**src/rtl/mac_seq_ctrl.sv**
```systemverilog
// MAC sequencer: streams len operand pairs through an 8x8 multiplier and accumulates the products.
// Optional saturating accumulate with sticky ovf flag when MAC_SAT_EN is defined.

module multiplier (
  input  logic [7:0]  i_a,
  input  logic [7:0]  i_b,
  output logic [21:0] o_p
);
  logic [15:0] w_prod;

  assign w_prod = 16'(i_a) * 16'(i_b);
  assign o_p    = {6'd0, w_prod};
endmodule

module mac_seq_ctrl #(
  parameter int LEN_W = 7,
  parameter int ACC_W = 22
) (
  input  logic             clk,
  input  logic             rst_n,
  input  logic             start,
  input  logic [LEN_W-1:0] len,
  input  logic             in_valid,
  output logic             in_ready,
  input  logic [7:0]       a,
  input  logic [7:0]       b,
  output logic             busy,
  output logic             done,
  output logic [ACC_W-1:0] acc_out,
  output logic             ovf
);
  typedef enum logic [1:0] {
    S_IDLE,
    S_RUN,
    S_DRAIN,
    S_DONE
  } state_t;

  state_t             r_state;
  state_t             w_next;
  logic [LEN_W-1:0]   r_count;
  logic [ACC_W-1:0]   r_pq;
  logic               r_pvld;
  logic [ACC_W-1:0]   r_acc;
  logic [ACC_W-1:0]   w_prod;
  logic               w_accept;
  logic               w_cmd;

  multiplier u_mult (
    .i_a (a),
    .i_b (b),
    .o_p (w_prod)
  );

  assign w_accept = in_valid && (r_state == S_RUN);
  assign w_cmd    = start && (r_state == S_IDLE);

  always_ff @(posedge clk) begin
    if (!rst_n) begin
      r_state <= S_IDLE;
    end else begin
      r_state <= w_next;
    end
  end

  always_comb begin
    w_next   = r_state;
    in_ready = 1'b0;
    busy     = 1'b1;
    done     = 1'b0;
    case (r_state)
      S_IDLE: begin
        busy = 1'b0;
        if (start) begin
          w_next = (len != '0) ? S_RUN : S_DONE;
        end
      end
      S_RUN: begin
        in_ready = 1'b1;
        if (in_valid && (r_count == LEN_W'(1))) begin
          w_next = S_DRAIN;
        end
      end
      S_DRAIN: begin
        w_next = S_DONE;
      end
      S_DONE: begin
        done   = 1'b1;
        w_next = S_IDLE;
      end
      default: begin
        w_next = S_IDLE;
      end
    endcase
  end

  // Product stage: one registered product per accepted beat; p_vld drops on any idle cycle.
  always_ff @(posedge clk) begin
    if (!rst_n) begin
      r_pq    <= '0;
      r_pvld  <= 1'b0;
      r_count <= '0;
    end else begin
      r_pvld <= w_accept;
      if (w_accept) begin
        r_pq    <= w_prod;
        r_count <= r_count - LEN_W'(1);
      end else if (w_cmd && (len != '0)) begin
        r_count <= len;
      end
    end
  end

`ifdef MAC_SAT_EN
  logic               r_ovf;
  logic [ACC_W:0]     w_sum;

  assign w_sum = {1'b0, r_acc} + {1'b0, r_pq};

  // Once saturated, the accumulator is pinned at all-ones until the next command.
  always_ff @(posedge clk) begin
    if (!rst_n) begin
      r_acc <= '0;
      r_ovf <= 1'b0;
    end else if (w_cmd) begin
      r_acc <= '0;
      r_ovf <= 1'b0;
    end else if (r_pvld) begin
      if (w_sum[ACC_W] || r_ovf) begin
        r_acc <= '1;
        r_ovf <= 1'b1;
      end else begin
        r_acc <= w_sum[ACC_W-1:0];
      end
    end
  end

  assign ovf = r_ovf;
`else
  always_ff @(posedge clk) begin
    if (!rst_n) begin
      r_acc <= '0;
    end else if (w_cmd) begin
      r_acc <= '0;
    end else if (r_pvld) begin
      r_acc <= r_acc + r_pq;
    end
  end

  assign ovf = 1'b0;
`endif

  assign acc_out = r_acc;

endmodule

```
**config.mk**
```make
export PLATFORM = sky130hd
export DESIGN_NAME = mac_seq_ctrl
export DESIGN_NICKNAME = d
export VERILOG_FILES = /design/src/rtl/mac_seq_ctrl.sv
export SDC_FILE = /design/constraint.sdc
export NUM_CORES = 1
export LEC_CHECK = 0
export CAP_MARGIN = 20
export CORE_MARGIN = 3
export CORE_UTILIZATION = 52
export CTS_CLUSTER_DIAMETER = 80
export DETAILED_ROUTE_END_ITERATION = 10
export GPL_ROUTABILITY_DRIVEN = 0
export PLACE_DENSITY = 0.78
export SYNTH_ARGS = -nofsm -noshare
export SYNTH_HDL_FRONTEND = slang
export SYNTH_SLANG_ARGS = --single-unit
```
**constraint.sdc**
```tcl
create_clock -name clk -period 4.9 [get_ports clk]
set_input_delay 0.98 -clock clk [delete_from_list [all_inputs] [get_ports clk]]
set_output_delay 0.98 -clock clk [all_outputs]
set_load 0.005 [all_outputs]
```
---- Yosys cells after proc, flatten, opt, wreduce, memory -nomap -nowiden ----
Index checks and enable logic that the tools add are counted.
word-level totals
  register bits ........................... 48
  memory bits (read-only) ................. 0
  input port bits ......................... 27
  bits in latches ......................... 0
  output and inout port bits .............. 26
  memories ................................ 0
  bits in writable memories ............... 0
operators by class
  bitwise gates (word level) .............. 1
  magnitude comparators ................... 0
  reductions and logical operators ........ 9
  eq/ne operators ......................... 6
  add/subtract/negate cells ............... 2
  shifts and indexed selects .............. 0
  divide/modulo/power cells ............... 0
  muxes and demuxes ....................... 9
  multiply operators ...................... 1
operators with widths
  operator                                                                 number
  22-bit by 16-bit adder with 22-bit output                                1
  8-bit by 8-bit multiplier with 16-bit output                             1
  7-bit two-way mux                                                        2
  2-bit case mux with 4 select lines                                       1
  7-bit by 1-bit == test with 1-bit output, second input constant          1
  7-bit nonzero test                                                       1
  7-bit by 1-bit subtractor with 7-bit output, second input constant       1
  2-bit two-way mux                                                        3
  2-bit == test, second input constant                                     2
  1-bit logical AND                                                        4
  1-bit two-way mux                                                        3
  2-bit by 1-bit == test with 1-bit output, second input constant          1
  2-bit logical NOT                                                        1
  2-bit by 1-bit inequality test with 1-bit output, second input constant  1
  2-bit inequality test, second input constant                             1
  2-bit AND reduction                                                      1
  2-bit nonzero test                                                       1
  2-bit OR reduction                                                       1
  1-bit NOT                                                                1

---- Longest topological paths before layout ----
Gate-level depths: netlist of the first run.
  word-level depth ........................ 5
  mapped depth ............................ 17

---- By module ----
A second synthesis of the first run with hierarchy kept.
unflattened totals
  cell total of the unflattened synthesis .. 644
  area total of the unflattened synthesis .. 5323.9 um2
by module, submodules not included
  module        sequential area each (um2)  cells each  instances  area each (um2)
  mac_seq_ctrl  1081.0                      394         1          3148.0
  multiplier    0.0                         250         1          2175.8

---- Worst setup path before layout of the first run ----
OpenSTA, ideal clock, no wires.
  path kind ............................... in2reg
  start ................................... input b[7]
  end ..................................... register r_pq[15]
  setup slack ............................. 0.139 ns
  data arrival time ....................... 4.641 ns
  setup time .............................. 0.121 ns
  path buffers ............................ 0
  stages on the path ...................... 15
  required time ........................... 4.779 ns
  cell sequence ........................... and2_1 fa_1 fa_1 fa_1 inv_1 fa_1 inv_1 ha_1 o211ai_1 a21oi_1 o311a_1 a211oi_2 o21bai_1 mux2i_1 nor3_1
between the ends
  cells in the longest elaborated chain, start to end .. 1
RTL lines
  item                                          RTL line  source
  start: declaration                            26        input logic [7:0] b,
  8-bit by 8-bit multiplier with 16-bit output  11        assign w_prod = 16'(i_a) * 16'(i_b);
  end signal: assignment                        106       r_pq <= w_prod;
  end: declaration                              42        logic [ACC_W-1:0] r_pq;
No other way between the ends.
A chain may end at the register's enable or synchronous reset.

---- Worst setup path in the final report of the first run ----
  start ................................... input a[0]
  end ..................................... register r_pq[13]
between the ends
  cells in the longest elaborated chain, start to end .. 1
RTL lines
  item                                          RTL line  source
  start: declaration                            25        input logic [7:0] a,
  8-bit by 8-bit multiplier with 16-bit output  11
No other way between the ends.

==> results.json, run 1 <==
{
  "outcome": "finished, final reports clean",
  "vias": 4288,
  "grt_usage": 0.221,
  "final_cell_mix": "68 x nand2_1, 65 x inv_1, 55 x ha_1",
  "insertion_delay_ns": 0.32,
  "synth_nets": 695,
  "rrSetupSlack_ns": 2.40,
  "worstMarginPinSlew_ns": 0.816,
  "hold_buffers": 0,
  "ios": 53,
  "netlist_instances": 572,
  "min_to": "r_pq[14]$_SDFFE_PN0P_",
  "setup_viol": 0,
  "die_x_um": 102,
  "synth-edff-count": 0,
  "yosysSeqAreaShare": 0.202,
  "timing.final.crit_share": 0.963,
  "worstHoldStart": "r_pq[14]$_SDFFE_PN0P_",
  "synth-main-ff-cell": "dfxtp_1",
  "critPathLaunchType": "primary input",
  "power.density_nw_per_um2": 348,
  "die_h_um": 102,
  "routedWlPerCell_um": 14.6,
  "cp_max_fo": 3,
  "max-cap-violations": 0,
  "hold_path.class": "flop to flop",
  "report.final.slew_viol_count": 0,
  "portBuffers": 51,
  "crit_path_frequent_cell": "fa_1",
  "grt_pass1_vias": 4219,
  "fillers": 723,
  "grt_pass1_wl_mm": 18.7,
  "slowest_stage": "fa_1",
  "worst_clock_skew_ns": 0.0148,
  "arrival_ns": 4.96,
  "hpwl_mm": 9.05,
  "cts_root_buffer": "clkbuf_8",
  "drt-initial-drc-count": 183,
  "drtAntennaViolNets": 0,
  "gr-total-overflow": 0,
  "drc": 0,
  "dr.pass1.iters": 5,
  "placed_cells": 759,
  "startpoint": "a[0]",
  "num_rows": 34,
  "cts_sinks": 48,
  "synth_area_per_cell_um2": 8.32,
  "num_antenna_cells": 0,
  "r2r-end": "acc_out[18]$_SDFFE_PP0P_",
  "cp_data_required_time_ns": 5.14,
  "syn_to_final_growth_pct": 21.9,
  "ir_worst_vdd_mv": 0.185,
  "initial_utilization": 0.540,
  "clk_pin_slew_worst_paths_ns": 0.09,
  "cts_inserted_buffers": 5,
  "antenna_found_initial": 0,
  "grt_max_degree": 24,
  "r2r-start": "acc_out[0]$_SDFFE_PP0P_",
  "ff2ff_path_depth": 10,
  "cts_tree": "yes",
  "slowest_delay_ns": 0.53,
  "synth_cell_types": 51,
  "routed_wl_mm": 11.2,
  "die_area_um2": 10300,
  "min_path_cells": 2,
  "via_per_inst": 5.58,
  "final_common_cell": "nand2_1",
  "cp_top_family": "adder cells",
  "ctsLongestPathBuffers": 2,
  "path_cells": "dlygate4sd2_1 > nand2_1 > fa_1 > fa_1 > inv_1 > fa_1 > inv_1 > fa_1 > inv_1 > ha_4 > o211ai_1 > a21oi_2 > o311a_1 > a211oi_2 > xnor2_1 > nand2_1 > a21oi_2",
  "finalCriticalPeriod_ns": 4.72,
  "stdcell_count": 768,
  "critPathBufInv": 4,
  "final-hold-violation-count": 0,
  "synth_seq_cells": 48,
  "core_region_area_um2": 8810,
  "ys_warn_count": 0,
  "drive_gt1_frac": 0.130,
  "setup_tns_ns": 0,
  "relSlewSlack": 0.455,
  "cts_max_level": 2,
  "synthArstFlopShare": 0,
  "nNetsFinal": 782,
  "crit_type": "primary input to flop",
  "leakage_nw": 2.68,
  "end_kind": "flop",
  "fmax_mhz": 212,
  "syn_area_um2": 4760
}
cell usage after synthesis, types with 2 or more instances:
cell	number	area (um2)
and3_1	3	18.8
a21oi_1	40	200
inv_1	66	248
o211ai_1	4	30.0
nand2_1	69	259
or4_1	2	15.0
nor2b_1	3	18.8
a211oi_1	8	60.1
buf_1	2	7.51
a21o_1	7	52.6
or3_1	4	25.0
clkbuf_1	9	33.8
o22ai_1	7	43.8
a21boi_0	3	22.5
nor3_1	13	65.1
a41o_1	2	20.0
and2_1	48	300
o31ai_1	4	30.0
xnor2_1	11	96.3
ha_1	59	738
o21ai_1	4	20.0
nand3_1	14	70.1
nor2_1	36	135
mux2i_1	10	100
fa_1	37	741
nand4_1	2	12.5
a31oi_1	3	18.8
xor2_1	9	78.8
dfxtp_1	48	961
nand2b_1	8	50.1
o21ai_0	16	80.1
o21a_1	2	15.0
metal layers:
layer,vias up,wire length [um],track usage
met5,-,0,0
met4,0,78,0.0501
met3,5,480,0.0282
met2,108,5730,0.391
met1,2069,4940,0.289
li1,2106,-,-
registers in the layout, summed over array words and instances, names as in the netlist:
name,flops
r_pvld,1
acc_out,22
r_state,2
r_pq,16
r_count,7
tightest hold or removal path, stage by stage, from the launching register on:
cell and delay (ns):
dfxtp_1 0.32, nand2_1 0.06, a21oi_1 0.05
logic make-up (layout without fill, tap and decap cells):
kind of cell	after synthesis	count (layout)	share of synthesized area
muxes	10	10	0.0210
adders and majority gates	96	96	0.311
xor gates and xnor gates	20	20	0.0368
AOI/OAI and AO/OA	113	113	0.155
DFF	48	48	0.202
and+or+nand+nor	205	205	0.210
buffers and inverters	79	167	0.0631
other	1	1	0.000788
stage by stage:
| stage | hold WS (ns) | utilization | setup slack (ns) | total power, mW | cell area, um2 |
|---|---|---|---|---|---|
| after detailed placement | 0.453 | 0.642 | -0.666 | 1.65 | 5650 |
| after floorplan | 0.432 | - | 0.139 | 1.27 | 4760 |
| after CTS | 0.465 | 0.657 | 0.0308 | 1.98 | 5780 |
| after global placement | 0.444 | 0.642 | -0.502 | 1.61 | 5650 |
| final | 0.466 | 0.659 | 0.181 | 2.02 | 5800 |
| after global routing | 0.477 | 0.659 | -0.00539 | 2.19 | 5800 |
where the power goes:
group	internal (mW)	switching (mW)	leakage [nW]
combinational	0.575	0.629	2.23
sequential	0.449	0.0565	0.390
clock	0.167	0.144	0.0614
what timing repair did:
action                                  in CTS  in global routing
setup buffers                                0                  1
hold endpoints to repair                     0                  0
pin swaps                                    9                 18
endpoints found under the setup margin       6                  5
resized for setup                           18                 39
cell type report:
class / count / area [um2] / area share
sequential: 48 / 961 / 0.166
inverter: 67 / 251 / 0.0434
tap: 108 / 135 / 0.0233
multi-input combinational: 445 / 3560 / 0.615
clock buffer: 6 / 82.6 / 0.0142
timing repair buffer: 92 / 766 / 0.132
clock inverter: 2 / 38.8 / 0.00669
worst max path at each step:
stage / endpoint / slack [ns] / depth (start not counted)
final: r_pq[13]$_SDFFE_PN0P_ / 0.18 / 17
after global routing: r_pq[13]$_SDFFE_PN0P_ / -0.005 / 17
after CTS: r_pq[13]$_SDFFE_PN0P_ / 0.03 / 17
after detailed placement: r_pq[13]$_SDFFE_PN0P_ / -0.67 / 17
after global placement: r_pq[13]$_SDFFE_PN0P_ / -0.50 / 16
after floorplan: r_pq[15]$_SDFFE_PN0P_ / 0.14 / 15
(Power assumes the default switching activity.)
==> run 2: changes to the inputs <==
--- a/config.mk
+++ b/config.mk
@@ -10,7 +10,6 @@
 export CORE_UTILIZATION = 52
 export CTS_CLUSTER_DIAMETER = 80
 export DETAILED_ROUTE_END_ITERATION = 10
-export GPL_ROUTABILITY_DRIVEN = 0
 export PLACE_DENSITY = 0.78
 export SYNTH_ARGS = -nofsm -noshare
 export SYNTH_HDL_FRONTEND = slang
==> run 2 against run 1 <==
  * Combinational power about the same
  * Global-route usage barely moved
  * First-iteration DRC count shrank 4.9%
  * Fmax decreased by 0.65%
  * Final area increased by 0.39%
  * Critical path depth is the same
  * Register-to-register slack improved by 0.03 ns
  * Sequential share of layout area fell by 0.064 points
  * Sequential power hardly changed
  * Routed wire length shrank 1.0%
  * Sequential cell count unchanged
  * Critical path type unchanged
  * Largest power group unchanged
==> results.json, run 2 (synthesis gave the netlist of run 1 again) <==
{
  "ios": 53,
  "finalCriticalPeriod_ns": 4.75,
  "setup_viol": 0,
  "drive_gt1_frac": 0.133,
  "hold_path.class": "flop to flop",
  "drtAntennaViolNets": 0,
  "grt_pass1_wl_mm": 18.9,
  "dr.pass1.iters": 4,
  "grt_pass1_vias": 4178,
  "p_clk_frac": 0.127,
  "switching_share": 0.419,
  "share_seq_of_total_power": 0.255,
  "crit_type": "primary input to flop",
  "multiInputGateArea_um2": 3600,
  "core_region_area_um2": 8810,
  "startpoint": "a[1]",
  "utilization": 0.661,
  "placed_cells": 761,
  "cts_sinks": 48,
  "ctsLongestPathBuffers": 2,
  "post-cts-setup-buffers": 0,
  "final_common_cell": "nand2_1",
  "routedWlPerCell_um": 14.5,
  "final_cell_area_um2": 5820,
  "place_area_um2": 5670,
  "worst_hold_slack_ns": 0.464,
  "ff2ff_path_depth": 10,
  "final_cell_mix": "69 x nand2_1, 64 x inv_1, 54 x ha_1",
  "worst_clock_skew_ns": 0.0152,
  "num_antenna_cells": 0,
  "routed_wl_mm": 11.1,
  "intPower_mw": 1.15,
  "r2r-start": "acc_out[0]$_SDFFE_PP0P_",
  "final-hold-violation-count": 0,
  "initial_utilization": 0.540,
  "fillers": 732,
  "arrival_ns": 4.98,
  "ir_worst_vdd_mv": 0.183,
  "r2r-end": "acc_out[18]$_SDFFE_PP0P_",
  "worstMarginPinSlew_ns": 0.760,
  "stdcell_count": 769,
  "report.final.slew_viol_count": 0,
  "relSlewSlack": 0.493,
  "combinationalPowerShare": 0.618,
  "cts_root_buffer": "clkbuf_8",
  "met2WireLength_mm": 5.52,
  "drc": 0,
  "die_h_um": 102,
  "outcome": "finished, final reports clean",
  "cp-endpoint": "r_pq[12]$_SDFFE_PN0P_",
  "met3_length_um": 397,
  "via_per_inst": 5.50,
  "clk_pin_slew_worst_paths_ns": 0.08,
  "cts_tree": "yes",
  "grt_usage": 0.222,
  "cts_max_level": 2,
  "leakage_nw": 2.68,
  "largest_register_ff_count": 22,
  "max-cap-violations": 0,
  "cts_inserted_buffers": 5,
  "hold_buffers": 0,
  "power.density_nw_per_um2": 339,
  "hpwl_mm": 9.01,
  "nNetsFinal": 783,
  "critPathLaunchType": "primary input",
  "gp_congestion": 0.912,
  "power.total_mw": 1.98,
  "met1_length_mm": 5.02,
  "seqCellArea_um2": 961,
  "cp_data_required_time_ns": 5.13,
  "syn_to_final_growth_pct": 22.4,
  "cp_max_fo": 3,
  "drt-initial-drc-count": 174,
  "insertion_delay_ns": 0.31,
  "die_x_um": 102,
  "die_area_um2": 10300,
  "grt_max_degree": 24,
  "rrSetupSlack_ns": 2.43,
  "p_sw_mw": 0.827,
  "rsz0062_at_grt": "yes",
  "portBuffers": 51,
  "timing.final.crit_share": 0.969,
  "gr-total-overflow": 0,
  "fmax_mhz": 211,
  "antenna_found_initial": 0,
  "top_layer": "met4",
  "num_rows": 34,
  "end_kind": "flop",
  "vias": 4229
}
[run 2: cell types whose count changed in the layout (fill, tap and decap cells not counted), moves of 2 or more]
| cell | before | now |
|---|---|---|
| buf_4 | 40 | 42 |
| and2_1 | 44 | 41 |
| buf_2 | 0 | 2 |
| clkbuf_1 | 0 | 2 |
| and2_4 | 4 | 7 |
| clkbuf_2 | 11 | 7 |
| ha_4 | 3 | 5 |
[run 2: cell type report]
cell class	count	share of cell area
clock buffer	8	0.0155
inverter	67	0.0432
multi-input combinational	445	0.619
timing repair buffer	93	0.135
sequential	48	0.165
tap	108	0.0232
[run 2: metrics by stage]
step,setup WS [ns],setup TNS [ns]
detailed placement,-0.584,-3.38
CTS,0.00712,0
finish,0.150,0
global route,-0.0173,-0.0173
floorplan,0.139,0
global placement,-0.502,-2.72
[run 2: how the worst min path moves through the flow]
stage	slack, ns	cells after the start	start	end
2_1_floorplan	0.43	1	r_count[0]$_SDFFE_PN0P_	r_count[0]$_SDFFE_PN0P_
3_3_place_gp	0.45	2	r_pq[14]$_SDFFE_PN0P_	r_pq[14]$_SDFFE_PN0P_
3_5_place_dp	0.45	2	r_pq[14]$_SDFFE_PN0P_	r_pq[14]$_SDFFE_PN0P_
4_1_cts	0.46	2	r_pq[14]$_SDFFE_PN0P_	r_pq[14]$_SDFFE_PN0P_
5_1_grt	0.48	2	r_pq[5]$_SDFFE_PN0P_	r_pq[5]$_SDFFE_PN0P_
6_report	0.46	2	r_pq[14]$_SDFFE_PN0P_	r_pq[14]$_SDFFE_PN0P_
[run 2: power groups by stage]
stage               clock (mW)  combinational, mW  sequential, mW
floorplan                    0              0.780           0.489
global placement             0               1.10           0.508
detailed placement           0               1.14           0.512
CTS                      0.253               1.17           0.504
global route             0.269               1.38           0.512
finish                   0.251               1.22           0.505
[run 2: critical path, cell delays in order]
cell           delay, ns
dlygate4sd2_1       0.27
buf_4               0.15
and2_1              0.15
fa_1                0.43
inv_2               0.06
fa_1                0.42
fa_1                0.48
fa_1                0.49
inv_1               0.06
ha_4                0.24
o21ai_1             0.09
nor2_1              0.08
o41a_1              0.42
a41o_1              0.26
xnor2_1             0.17
nand2_1             0.08
a21oi_2             0.15
[run 2: repair_timing]
| action | 4_1_cts | 5_1_grt |
|---|---|---|
| endpoints found under the setup margin | 6 | 5 |
| resized for setup | 20 | 38 |
| pin swaps | 6 | 20 |
[run 2: per-layer routing]
metal / up-vias / global-route usage
met5: - / 0
met4: 0 / 0.0521
met3: 17 / 0.0310
met2: 72 / 0.380
met1: 2044 / 0.295
li1: 2096 / -
==> run 3: changes to the inputs <==
--- a/config.mk
+++ b/config.mk
@@ -11,6 +11,7 @@
 export CTS_CLUSTER_DIAMETER = 80
 export DETAILED_ROUTE_END_ITERATION = 10
 export PLACE_DENSITY = 0.78
+export SETUP_SLACK_MARGIN = 0.3
 export SYNTH_ARGS = -nofsm -noshare
 export SYNTH_HDL_FRONTEND = slang
 export SYNTH_SLANG_ARGS = --single-unit
==> run 3 against run 2 <==
  * Sequential share of layout area barely moved
  * Largest cell class unchanged
  * Total power fell by 1.8%
  * Register-to-register slack improved by 0.03 ns
  * Critical endpoint is now r_pq[15]$_SDFFE_PN0P_
==> results.json, run 3 (synthesis gave the netlist of run 1 again) <==
{
  "power.density_nw_per_um2": 334,
  "vias": 4123,
  "ios": 53,
  "routedWlPerCell_um": 13.5,
  "final-hold-violation-count": 0,
  "power.total_mw": 1.94,
  "dr.pass1.iters": 6,
  "critPathLaunchType": "primary input",
  "fmax_mhz": 222,
  "arrival_ns": 4.68,
  "cts_inserted_buffers": 5,
  "finalCriticalPeriod_ns": 4.51,
  "core_region_area_um2": 8810,
  "final_cell_mix": "66 x nand2_1, 63 x inv_1, 53 x ha_1",
  "worstMarginPinSlew_ns": 0.815,
  "setup_viol": 0,
  "cp_max_fo": 7,
  "ctsLongestPathBuffers": 2,
  "num_antenna_cells": 0,
  "drc": 0,
  "timing.final.crit_share": 0.920,
  "die_x_um": 102,
  "clk_pin_slew_worst_paths_ns": 0.08,
  "drtAntennaViolNets": 0,
  "switching_share": 0.412,
  "utilization": 0.659,
  "syn_to_final_growth_pct": 22.1,
  "worst_clock_skew_ns": 0.0108,
  "grt_usage": 0.208,
  "num_rows": 34,
  "crit_type": "primary input to flop",
  "grt_pass1_wl_mm": 17.9,
  "gp_congestion": 0.896,
  "max-cap-violations": 0,
  "hpwl_mm": 8.47,
  "via_per_inst": 5.41,
  "grt_max_degree": 24,
  "leakage_nw": 2.66,
  "hold_path.class": "flop to flop",
  "nNetsFinal": 779,
  "cts_max_level": 2,
  "routed_wl_mm": 10.3,
  "stdcell_count": 762,
  "ir_worst_vdd_mv": 0.173,
  "share_seq_of_total_power": 0.259,
  "intPower_mw": 1.14,
  "p_clk_frac": 0.110,
  "initial_utilization": 0.540,
  "combinationalPowerShare": 0.631,
  "relSlewSlack": 0.456,
  "grt_pass1_vias": 4167,
  "drt-initial-drc-count": 164,
  "cts_root_buffer": "clkbuf_8",
  "portBuffers": 51,
  "insertion_delay_ns": 0.30,
  "fin_ws_ns": 0.393,
  "placed_cells": 756,
  "report.final.slew_viol_count": 0,
  "outcome": "finished, final reports clean",
  "worst_hold_slack_ns": 0.463,
  "rsz0062_at_grt": "no",
  "end_kind": "flop",
  "die_area_um2": 10300,
  "cts_tree": "yes",
  "final_common_cell": "nand2_1",
  "drive_gt1_frac": 0.148,
  "pre_cts_slack_ns": -0.436,
  "die_h_um": 102,
  "p_sw_mw": 0.799,
  "cp_data_required_time_ns": 5.07,
  "gr-total-overflow": 0,
  "antenna_found_initial": 0,
  "cts_sinks": 48,
  "largest_register_ff_count": 22
}
-- run 3: power groups by stage --
stage | clock network, mW | registers (mW) | logic, mW
after floorplan | 0 | 0.489 | 0.826
after global placement | 0 | 0.506 | 1.12
after detailed placement | 0 | 0.510 | 1.16
after CTS | 0.216 | 0.502 | 1.19
after global routing | 0.232 | 0.512 | 1.38
final | 0.213 | 0.503 | 1.22
-- run 3: what timing repair did --
item | 4_1_cts | 5_1_grt
setup endpoints to repair | 9 | 5
hold buffers | 0 | 0
gates resized for setup | 65 | 27
buffers inserted | 0 | 1
pin swaps | 22 | 20
-- run 3: final cells by class --
class	count	area, um2
Sequential cell	48	961
Clock buffer	5	68.8
Inverter	67	251
Tap cell	108	135
Multi-Input combinational cell	445	3630
Fill cell	735	3000
Timing Repair Buffer	89	759
-- run 3: worst max-delay path, stage by stage --
cell and delay, ns:
clkbuf_4 0.15, and2_4 0.17, fa_1 0.55, fa_1 0.44, fa_1 0.52, inv_1 0.05
fa_1 0.49, inv_2 0.05, ha_4 0.24, a21o_1 0.16, o311a_1 0.35, a211oi_2 0.21
o21bai_1 0.11, mux2i_1 0.16, nor3_1 0.05
-- run 3: path summary, 6_finish.rpt --
path	cells after the start	startpoint	slack, ns	end
max	15	b[4]	0.39	r_pq[15]$_SDFFE_PN0P_
min	2	r_pq[14]$_SDFFE_PN0P_	0.46	r_pq[14]$_SDFFE_PN0P_
max reg2reg	10	acc_out[0]$_SDFFE_PP0P_	2.46	acc_out[18]$_SDFFE_PP0P_
min reg2reg	2	r_pq[14]$_SDFFE_PN0P_	0.46	r_pq[14]$_SDFFE_PN0P_
-- run 3: through the flow --
| stage | setup TNS, ns | area [um2] |
|---|---|---|
| finish | 0 | 5810 |
| global route | 0 | 5810 |
| CTS | 0 | 5740 |
| detailed placement | -2.42 | 5670 |
| global placement | -1.65 | 5670 |
| floorplan | 0 | 4800 |
-- run 3: layer usage --
layer / share of wire / vias up / wire length (um) / global-route usage
met1: 0.46 / 1938 / 4760 / 0.267
li1: - / 2095 / - / -
met3: 0.029 / 8 / 296 / 0.0200
met4: 0.010 / 0 / 104 / 0.0521
met2: 0.50 / 82 / 5110 / 0.374
met5: 0 / - / 0 / 0
